==> src/rtl/nf10_pkt_gen_pkg.sv <==
// Shared constants and helpers for the nf10 AXI4-Stream packet generator.
// FSM encodings, tuser field offsets, the last-beat strobe helper and LFSR taps.
package nf10_pkt_gen_pkg;

  localparam logic [1:0] ST_IDLE = 2'd0;
  localparam logic [1:0] ST_SEND = 2'd1;
  localparam logic [1:0] ST_GAP  = 2'd2;

  localparam int unsigned LEN_LSB = 0;
  localparam int unsigned SRC_LSB = 16;
  localparam int unsigned DST_LSB = 24;

  localparam logic [31:0] LFSR_POLY = 32'h80200003;

  // Contiguous LSB strobes for a final beat holding rem bytes (0 means a full beat)
  function automatic logic [7:0] strb_from_rem(input logic [2:0] rem);
    logic [7:0] s;
    s = 8'hFF;
    if (rem != 3'd0) s = 8'hFF >> (4'd8 - {1'b0, rem});
    return s;
  endfunction

  // One Galois LFSR step
  function automatic logic [31:0] lfsr_step(input logic [31:0] s);
    return s[0] ? ((s >> 1) ^ LFSR_POLY) : (s >> 1);
  endfunction

endpackage

==> src/rtl/nf10_pkt_gen_payload.sv <==
// Beat-index counter and payload generator for nf10_axis_pkt_gen.
// Define PKT_GEN_LFSR_EN to fill beats 1..N-1 from a 32-bit Galois LFSR;
// otherwise every beat carries {seq, 16'h0000, beat index}.
module nf10_pkt_gen_payload
  import nf10_pkt_gen_pkg::*;
(
  input  logic        clk,
  input  logic        resetn,
  input  logic        load,
  input  logic        advance,
  input  logic [31:0] seq_next,
  input  logic [31:0] seq,
  output logic [15:0] beat_idx,
  output logic [63:0] data
);

  logic [15:0] beat_q, beat_d;

  // Beat index: restart on packet load, step on each accepted non-final beat
  always_comb begin
    beat_d = beat_q;
    if (load)         beat_d = '0;
    else if (advance) beat_d = beat_q + 16'd1;
  end

  // Beat index register
  always_ff @(posedge clk) begin
    if (!resetn) beat_q <= '0;
    else         beat_q <= beat_d;
  end

  assign beat_idx = beat_q;

`ifdef PKT_GEN_LFSR_EN
  logic [31:0] lfsr_q, lfsr_d;

  // LFSR seeded from the upcoming sequence number, two steps per accepted beat
  always_comb begin
    lfsr_d = lfsr_q;
    if (load)         lfsr_d = seq_next ^ 32'hFFFF_FFFF;
    else if (advance) lfsr_d = lfsr_step(lfsr_step(lfsr_q));
  end

  // LFSR register
  always_ff @(posedge clk) begin
    if (!resetn) lfsr_q <= '0;
    else         lfsr_q <= lfsr_d;
  end

  // Beat 0 keeps the sequence number visible to the checker
  always_comb begin
    if (beat_q == 16'd0) data = {seq, 16'h0000, beat_q};
    else                 data = {lfsr_q, lfsr_step(lfsr_q)};
  end
`else
  logic unused_seq_next;
  assign unused_seq_next = ^seq_next;

  assign data = {seq, 16'h0000, beat_q};
`endif

endmodule

==> src/rtl/nf10_axis_pkt_gen.sv <==
// AXI4-Stream test-frame source: runs of numbered fixed-length packets with a
// programmable inter-packet gap. Optional macro PKT_GEN_LFSR_EN selects an
// LFSR payload in nf10_pkt_gen_payload.
module nf10_axis_pkt_gen
  import nf10_pkt_gen_pkg::*;
#(
  parameter int         C_M_AXIS_DATA_WIDTH  = 64,
  parameter int         C_M_AXIS_TUSER_WIDTH = 128,
  parameter logic [7:0] C_SRC_PORT           = 8'h01,
  parameter logic [7:0] C_DST_PORT           = 8'h01,
  parameter int         C_MIN_LEN            = 60,
  parameter int         C_MAX_LEN            = 1514
) (
  input  logic                              axi_aclk,
  input  logic                              axi_resetn,
  input  logic                              start,
  input  logic                              stop,
  input  logic [31:0]                       cfg_pkt_count,
  input  logic [15:0]                       cfg_pkt_len,
  input  logic [7:0]                        cfg_ifg,
  output logic [C_M_AXIS_DATA_WIDTH-1:0]    m_axis_tdata,
  output logic [C_M_AXIS_DATA_WIDTH/8-1:0]  m_axis_tstrb,
  output logic [C_M_AXIS_TUSER_WIDTH-1:0]   m_axis_tuser,
  output logic                              m_axis_tvalid,
  input  logic                              m_axis_tready,
  output logic                              m_axis_tlast,
  output logic                              busy,
  output logic [31:0]                       pkts_sent,
  output logic [31:0]                       cur_seq
);

  logic [1:0]  state_q, state_d;
  logic [15:0] len_q, len_d;
  logic [15:0] beats_q, beats_d;
  logic [7:0]  last_strb_q, last_strb_d;
  logic [31:0] count_q, count_d;
  logic [7:0]  ifg_q, ifg_d;
  logic [7:0]  gap_q, gap_d;
  logic [31:0] pkts_q, pkts_d;
  logic [31:0] seq_q, seq_d;

  logic [15:0] len_clamped;
  logic [15:0] beat_idx;
  logic [63:0] payload;
  logic        valid, last_beat, hs, load, advance;
  logic [C_M_AXIS_TUSER_WIDTH-1:0] tuser_w;

  assign valid     = (state_q == ST_SEND);
  assign last_beat = (beat_idx == beats_q - 16'd1);
  assign hs        = valid & m_axis_tready;
  assign advance   = hs & ~last_beat;

  // Requested length clamped to the legal frame range
  always_comb begin
    len_clamped = cfg_pkt_len;
    if (cfg_pkt_len < 16'(C_MIN_LEN))      len_clamped = 16'(C_MIN_LEN);
    else if (cfg_pkt_len > 16'(C_MAX_LEN)) len_clamped = 16'(C_MAX_LEN);
  end

  // Run control FSM, config latch and progress counters
  always_comb begin
    state_d     = state_q;
    len_d       = len_q;
    beats_d     = beats_q;
    last_strb_d = last_strb_q;
    count_d     = count_q;
    ifg_d       = ifg_q;
    gap_d       = gap_q;
    pkts_d      = pkts_q;
    seq_d       = seq_q;
    load        = 1'b0;
    case (state_q)
      ST_IDLE: begin
        if (start) begin
          len_d       = len_clamped;
          beats_d     = (len_clamped + 16'd7) >> 3;
          last_strb_d = strb_from_rem(len_clamped[2:0]);
          count_d     = cfg_pkt_count;
          ifg_d       = cfg_ifg;
          pkts_d      = '0;
          seq_d       = '0;
          load        = 1'b1;
          state_d     = ST_SEND;
        end
      end
      ST_SEND: begin
        if (hs && last_beat) begin
          pkts_d = pkts_q + 32'd1;
          seq_d  = seq_q + 32'd1;
          load   = 1'b1;
          if (stop || (count_q != '0 && pkts_q + 32'd1 == count_q)) begin
            state_d = ST_IDLE;
          end else if (ifg_q == '0) begin
            state_d = ST_SEND;
          end else begin
            state_d = ST_GAP;
            gap_d   = ifg_q - 8'd1;
          end
        end
      end
      ST_GAP: begin
        if (stop)              state_d = ST_IDLE;
        else if (gap_q == '0)  state_d = ST_SEND;
        else                   gap_d   = gap_q - 8'd1;
      end
      default: state_d = ST_IDLE;
    endcase
  end

  // State and counter registers
  always_ff @(posedge axi_aclk) begin
    if (!axi_resetn) begin
      state_q     <= ST_IDLE;
      len_q       <= '0;
      beats_q     <= '0;
      last_strb_q <= '0;
      count_q     <= '0;
      ifg_q       <= '0;
      gap_q       <= '0;
      pkts_q      <= '0;
      seq_q       <= '0;
    end else begin
      state_q     <= state_d;
      len_q       <= len_d;
      beats_q     <= beats_d;
      last_strb_q <= last_strb_d;
      count_q     <= count_d;
      ifg_q       <= ifg_d;
      gap_q       <= gap_d;
      pkts_q      <= pkts_d;
      seq_q       <= seq_d;
    end
  end

  nf10_pkt_gen_payload u_payload (
    .clk      (axi_aclk),
    .resetn   (axi_resetn),
    .load     (load),
    .advance  (advance),
    .seq_next (seq_d),
    .seq      (seq_q),
    .beat_idx (beat_idx),
    .data     (payload)
  );

  // tuser metadata: clamped length and port maps, remaining bits zero
  always_comb begin
    tuser_w                 = '0;
    tuser_w[LEN_LSB +: 16]  = len_q;
    tuser_w[SRC_LSB +: 8]   = C_SRC_PORT;
    tuser_w[DST_LSB +: 8]   = C_DST_PORT;
  end

  // Stream fields are zero whenever no beat is offered
  assign m_axis_tvalid = valid;
  assign m_axis_tdata  = valid ? payload : '0;
  assign m_axis_tstrb  = valid ? (last_beat ? last_strb_q : 8'hFF) : '0;
  assign m_axis_tlast  = valid & last_beat;
  assign m_axis_tuser  = valid ? tuser_w : '0;
  assign busy          = (state_q != ST_IDLE);
  assign pkts_sent     = pkts_q;
  assign cur_seq       = seq_q;

endmodule

==> config.mk <==
export PLATFORM = sky130hd
export DESIGN_NAME = nf10_axis_pkt_gen
export DESIGN_NICKNAME = d
export VERILOG_FILES = /design/src/rtl/nf10_pkt_gen_pkg.sv /design/src/rtl/nf10_pkt_gen_payload.sv /design/src/rtl/nf10_axis_pkt_gen.sv
export SDC_FILE = /design/constraint.sdc
export NUM_CORES = 1
export LEC_CHECK = 0
export BUFFER_PORTS_ARGS = -buffer_cell sky130_fd_sc_hd__clkbuf_2
export CORE_MARGIN = 3
export CORE_UTILIZATION = 57
export DETAILED_ROUTE_END_ITERATION = 7
export PLACE_DENSITY_LB_ADDON = 0.12
export SLEW_MARGIN = 30
export SYNTH_ARGS = -nofsm -noshare
export SYNTH_HDL_FRONTEND = slang
export SYNTH_SLANG_ARGS = --single-unit
==> constraint.sdc <==
create_clock -name axi_aclk -period 4.7 [get_ports axi_aclk]
set_input_delay 0.94 -clock axi_aclk [delete_from_list [all_inputs] [get_ports axi_aclk]]
set_output_delay 0.94 -clock axi_aclk [all_outputs]
set_load 0.03 [all_outputs]
==> impl_results.rst <==
.. list-table::
   :header-rows: 1

   * - Metric
     - Value
   * - Tmin final
     - approximately 4200 ps
   * - Total Neg Setup Slack
     - 0 ps
   * - Area of the die
     - 20700 sq um
   * - Fraction of synthesis flops using an asynchronous set or reset pin
     - 0
   * - Cts bufs inserted
     - 17
   * - Final hold viol count
     - 0
   * - Number of synthesized register bits
     - roughly 170
   * - Hold path depth
     - 1
   * - Area occupied by multi-input gates
     - 6570 sq um
   * - Number of remaining DRC errors
     - 0
   * - Critical path launch point type
     - flip-flop
   * - Die extent in x
     - 144 um
   * - Number of antenna violations at the first check in global routing
     - 0
   * - Worst Hold Launch
     - last_strb_q[1]
   * - Setup repair after global routing missed its margin
     - no
   * - Fraction of layout cells with a size suffix above 1
     - 0.174
   * - Portion of total power attributed to the clock network
     - 0.412
   * - CP Max Fanout
     - 11
   * - Mapped Cells
     - between 1000 and 1500
   * - Sequential cell area
     - ~3300 sq um
   * - Share of the cycle needed by the critical path after routing
     - 0.900
   * - CTS tree
     - built
   * - DR vias
     - 10400
   * - Internal Power
     - approximately 2.3 mW
   * - Clock input transition at the sequential cells of the worst setup and hold paths
     - about 70 ps
   * - Net Sw Frac
     - 0.324
   * - Synth unique cells
     - between 70 and 80
   * - Sequential fraction of the synthesis area
     - 0.308
   * - Highest-count cells in the layout ignoring fill and taps
     - sky130_fd_sc_hd__clkbuf_2, sky130_fd_sc_hd__dfxtp_1, sky130_fd_sc_hd__nor2_1
   * - Hold Crit Endpoint
     - last_strb_q[1]
   * - Post-synth EDFFs
     - 0
   * - Maximum operating frequency
     - between 200 and 250 MHz
   * - Slew HR
     - 0.448
   * - Number of nets in the finished design
     - ~1700
   * - Class of the most critical setup path
     - flip-flop to output port
   * - DP HPWL
     - 22300 um
   * - Hold crit path type
     - flip-flop to flip-flop
   * - Area Growth Syn to Fin
     - 10.7%
   * - Most common cell after layout, fill and taps aside
     - sky130_fd_sc_hd__clkbuf_2
   * - Port buffer count
     - between 200 and 250
   * - Via count of the first global-routing pass
     - approximately 9100
   * - Combined area of all synthesized cells
     - approximately 11000 sq um
   * - Maximum level of the CTS H-tree
     - 4
   * - Share of power burned in registers
     - 0.440
   * - Number of top-level pins
     - ~330
   * - Maximum number of pins on one net before global-route repair
     - 95
   * - Leakage power total
     - just over 5 nW
   * - Most used flip-flop cell after synthesis
     - sky130_fd_sc_hd__dfxtp_1
   * - Depth of the worst register-to-register path
     - 12
   * - Setup violators final
     - 0
   * - Core region area
     - around 18000 sq um
   * - Critical Path Sink Type
     - output port
   * - Die Ht
     - ~140 um
   * - Number of warning messages in the yosys log
     - 0
   * - Sum of overflow across all layers after global routing
     - 0
   * - Largest cells by area after synthesis
     - sky130_fd_sc_hd__dfxtp_1, sky130_fd_sc_hd__buf_4, sky130_fd_sc_hd__nor2_1, sky130_fd_sc_hd__nand2_1, sky130_fd_sc_hd__a21oi_1
   * - Minimum setup slack among reg-to-reg paths
     - between 700 and 800 ps
   * - Outcome
     - complete, no violations
   * - CTS Root Cell
     - sky130_fd_sc_hd__clkbuf_16
   * - Average cell area after synthesis
     - approximately 7.5 sq um
   * - Actual slew at the worst max-slew pin
     - 825 ps
   * - Area leader, netlist
     - sky130_fd_sc_hd__dfxtp_1
   * - Max Root-Sink Buffers
     - 2
   * - Post-detailed-routing wire length
     - a little over 30000 um
   * - Vias/cell
     - approximately 5.7
   * - Routed length per instance
     - between 15 and 20 um
   * - 1st-iter DRT viols
     - 733
   * - Arr. time, crit path
     - roughly 3300 ps
   * - Maximum ir drop on the vdd rail
     - around 0.25 mV
   * - Count of max-cap constraint violations
     - 0
   * - Layout Skew
     - 11.1 ps
   * - Detailed-router iteration count before antenna repair
     - 5
   * - Filler cells
     - roughly 1700
   * - R2r endpoint
     - cur_seq[15]
   * - Reported net switching power
     - approximately 1.1 mW
   * - N_diodes
     - 0
   * - Row Count
     - 49
   * - Global-route wire length before repair
     - slightly below 50000 um
   * - Number of sinks handled by clock tree synthesis
     - 167
   * - Final core area utilization
     - 0.656
   * - Remaining number of nets flagged by the antenna check after routing
     - 0
   * - Worst EP required
     - ~3800 ps
   * - Logic gate share of total power
     - 0.147
   * - Area share of the largest cell type after synthesis
     - 0.308
   * - Total track usage
     - 0.287
   * - Final weighted congestion in routability-driven placement
     - a little over 0.9
   * - Clock network latency to the later pin of the worst-skew pair
     - ~440 ps
   * - Pwr Density
     - 282 nW/um^2
   * - Count of final max-slew check failures
     - 0
   * - Initial core utilization
     - 0.593
   * - Reg-to-Reg Start
     - beats_q[0]
## synthesized netlist by cell type (6+ instances only)
cell                          n
sky130_fd_sc_hd__a211oi_1    15
sky130_fd_sc_hd__a21oi_1    110
sky130_fd_sc_hd__a31oi_1     12
sky130_fd_sc_hd__and2_1      65
sky130_fd_sc_hd__and3_1      30
sky130_fd_sc_hd__and4_1       8
sky130_fd_sc_hd__buf_1        8
sky130_fd_sc_hd__buf_2       17
sky130_fd_sc_hd__buf_4      132
sky130_fd_sc_hd__clkbuf_1    56
sky130_fd_sc_hd__dfxtp_1    167
sky130_fd_sc_hd__ha_1        10
sky130_fd_sc_hd__inv_1       25
sky130_fd_sc_hd__mux2i_1     16
sky130_fd_sc_hd__nand2_1    154
sky130_fd_sc_hd__nand3_1     43
sky130_fd_sc_hd__nand3b_1    11
sky130_fd_sc_hd__nand4_1     24
sky130_fd_sc_hd__nor2_1     159
sky130_fd_sc_hd__nor2b_1     11
sky130_fd_sc_hd__nor3_1      39
sky130_fd_sc_hd__nor4_1      29
sky130_fd_sc_hd__o2111ai_1    7
sky130_fd_sc_hd__o211ai_1    26
sky130_fd_sc_hd__o21ai_0     58
sky130_fd_sc_hd__o31ai_1      6
sky130_fd_sc_hd__or3_1       16
sky130_fd_sc_hd__or4_1       15
sky130_fd_sc_hd__xnor2_1     50
sky130_fd_sc_hd__xor2_1      44
## final cells by class
cell class	count	share of cell area
Clock inverter	15	0.0125
Timing Repair Buffer	219	0.0952
Multi-Input combinational cell	1161	0.547
Clock buffer	17	0.0354
Tap cell	229	0.0238
Inverter	26	0.00812
Sequential cell	167	0.278
## critical path: stages (launching register included)
cell and delay (ps):
sky130_fd_sc_hd__dfxtp_1 370, sky130_fd_sc_hd__inv_1 80, sky130_fd_sc_hd__ha_1 300, sky130_fd_sc_hd__nor3b_1 550, sky130_fd_sc_hd__a21o_1 200, sky130_fd_sc_hd__a21oi_1 90
sky130_fd_sc_hd__nor4_4 280, sky130_fd_sc_hd__nand3_2 150, sky130_fd_sc_hd__or2_1 410, sky130_fd_sc_hd__nor2_1 170, sky130_fd_sc_hd__nor2_1 50, sky130_fd_sc_hd__clkbuf_2 200
## power groups by stage
stage / clock, mW / combinational [mW] / sequential [mW]
2_1_floorplan: 0 / 0.476 / 1.51
4_1_cts: 1.41 / 0.492 / 1.49
5_1_grt: 1.47 / 0.545 / 1.50
6_report: 1.40 / 0.498 / 1.49
3_3_place_gp: 0 / 0.488 / 1.52
3_5_place_dp: 0 / 0.490 / 1.52
## flip-flops by register name (all words and copies together) (netlist names)
name	flops
beats_q	13
count_q	32
cur_seq	32
gap_q	8
ifg_q	8
last_strb_q	8
len_q	16
pkts_sent	32
state_q	2
u_payload.beat_idx	16
## cell families (layout without fill, tap and decap cells)
kind of cell / after synthesis / after routing / share of synthesized area
mux: 17 / 17 / 0.0158
compound gates: 273 / 273 / 0.153
other cells: 1 / 126 / 0.000345
flops: 167 / 167 / 0.308
fa+ha+maj: 10 / 10 / 0.0115
buf+inv: 240 / 277 / 0.131
xor+xnor: 94 / 94 / 0.0758
simple gates: 641 / 641 / 0.305
## through the flow
step | setup WS [ps] | std cells | total power [mW] | instance area, sq um | hold WS [ps]
after floorplan | 991 | 1568 | 1.98 | 11300 | 423
final | 471 | 1834 | 3.38 | 12000 | 464
after detailed placement | 695 | 1802 | 2.01 | 11400 | 441
after CTS | 271 | 1834 | 3.39 | 12000 | 463
after global placement | 772 | 1802 | 2.01 | 11400 | 451
after global routing | 24.6 | 1834 | 3.51 | 12000 | 482
## how the worst max path moves through the flow
stage	slack, ps	from	end	cells past startpoint
2_1_floorplan	990	beats_q[0]	m_axis_tlast	13
3_3_place_gp	770	cfg_pkt_len[2]	beats_q[5]	15
3_5_place_dp	700	cfg_pkt_len[2]	beats_q[5]	15
4_1_cts	270	beats_q[0]	m_axis_tstrb[1]	11
5_1_grt	20	beats_q[0]	m_axis_tstrb[1]	10
6_report	470	beats_q[0]	m_axis_tstrb[7]	11
## repair_timing
item / in CTS / in global routing
gates resized for setup: 0 / 1
endpoints found under the hold margin: 0 / 0
setup endpoints to repair: 0 / 9
hold buffers: 0 / 0
buffers inserted: 0 / 0
## layer usage
metal	vias up	routed length, um	track usage
met5	-	0	0
met3	51	2520	0.0506
met2	471	14300	0.468
met4	0	595	0.0793
met1	4839	13300	0.393
li1	5077	-	-
(Power assumes the default switching activity.)
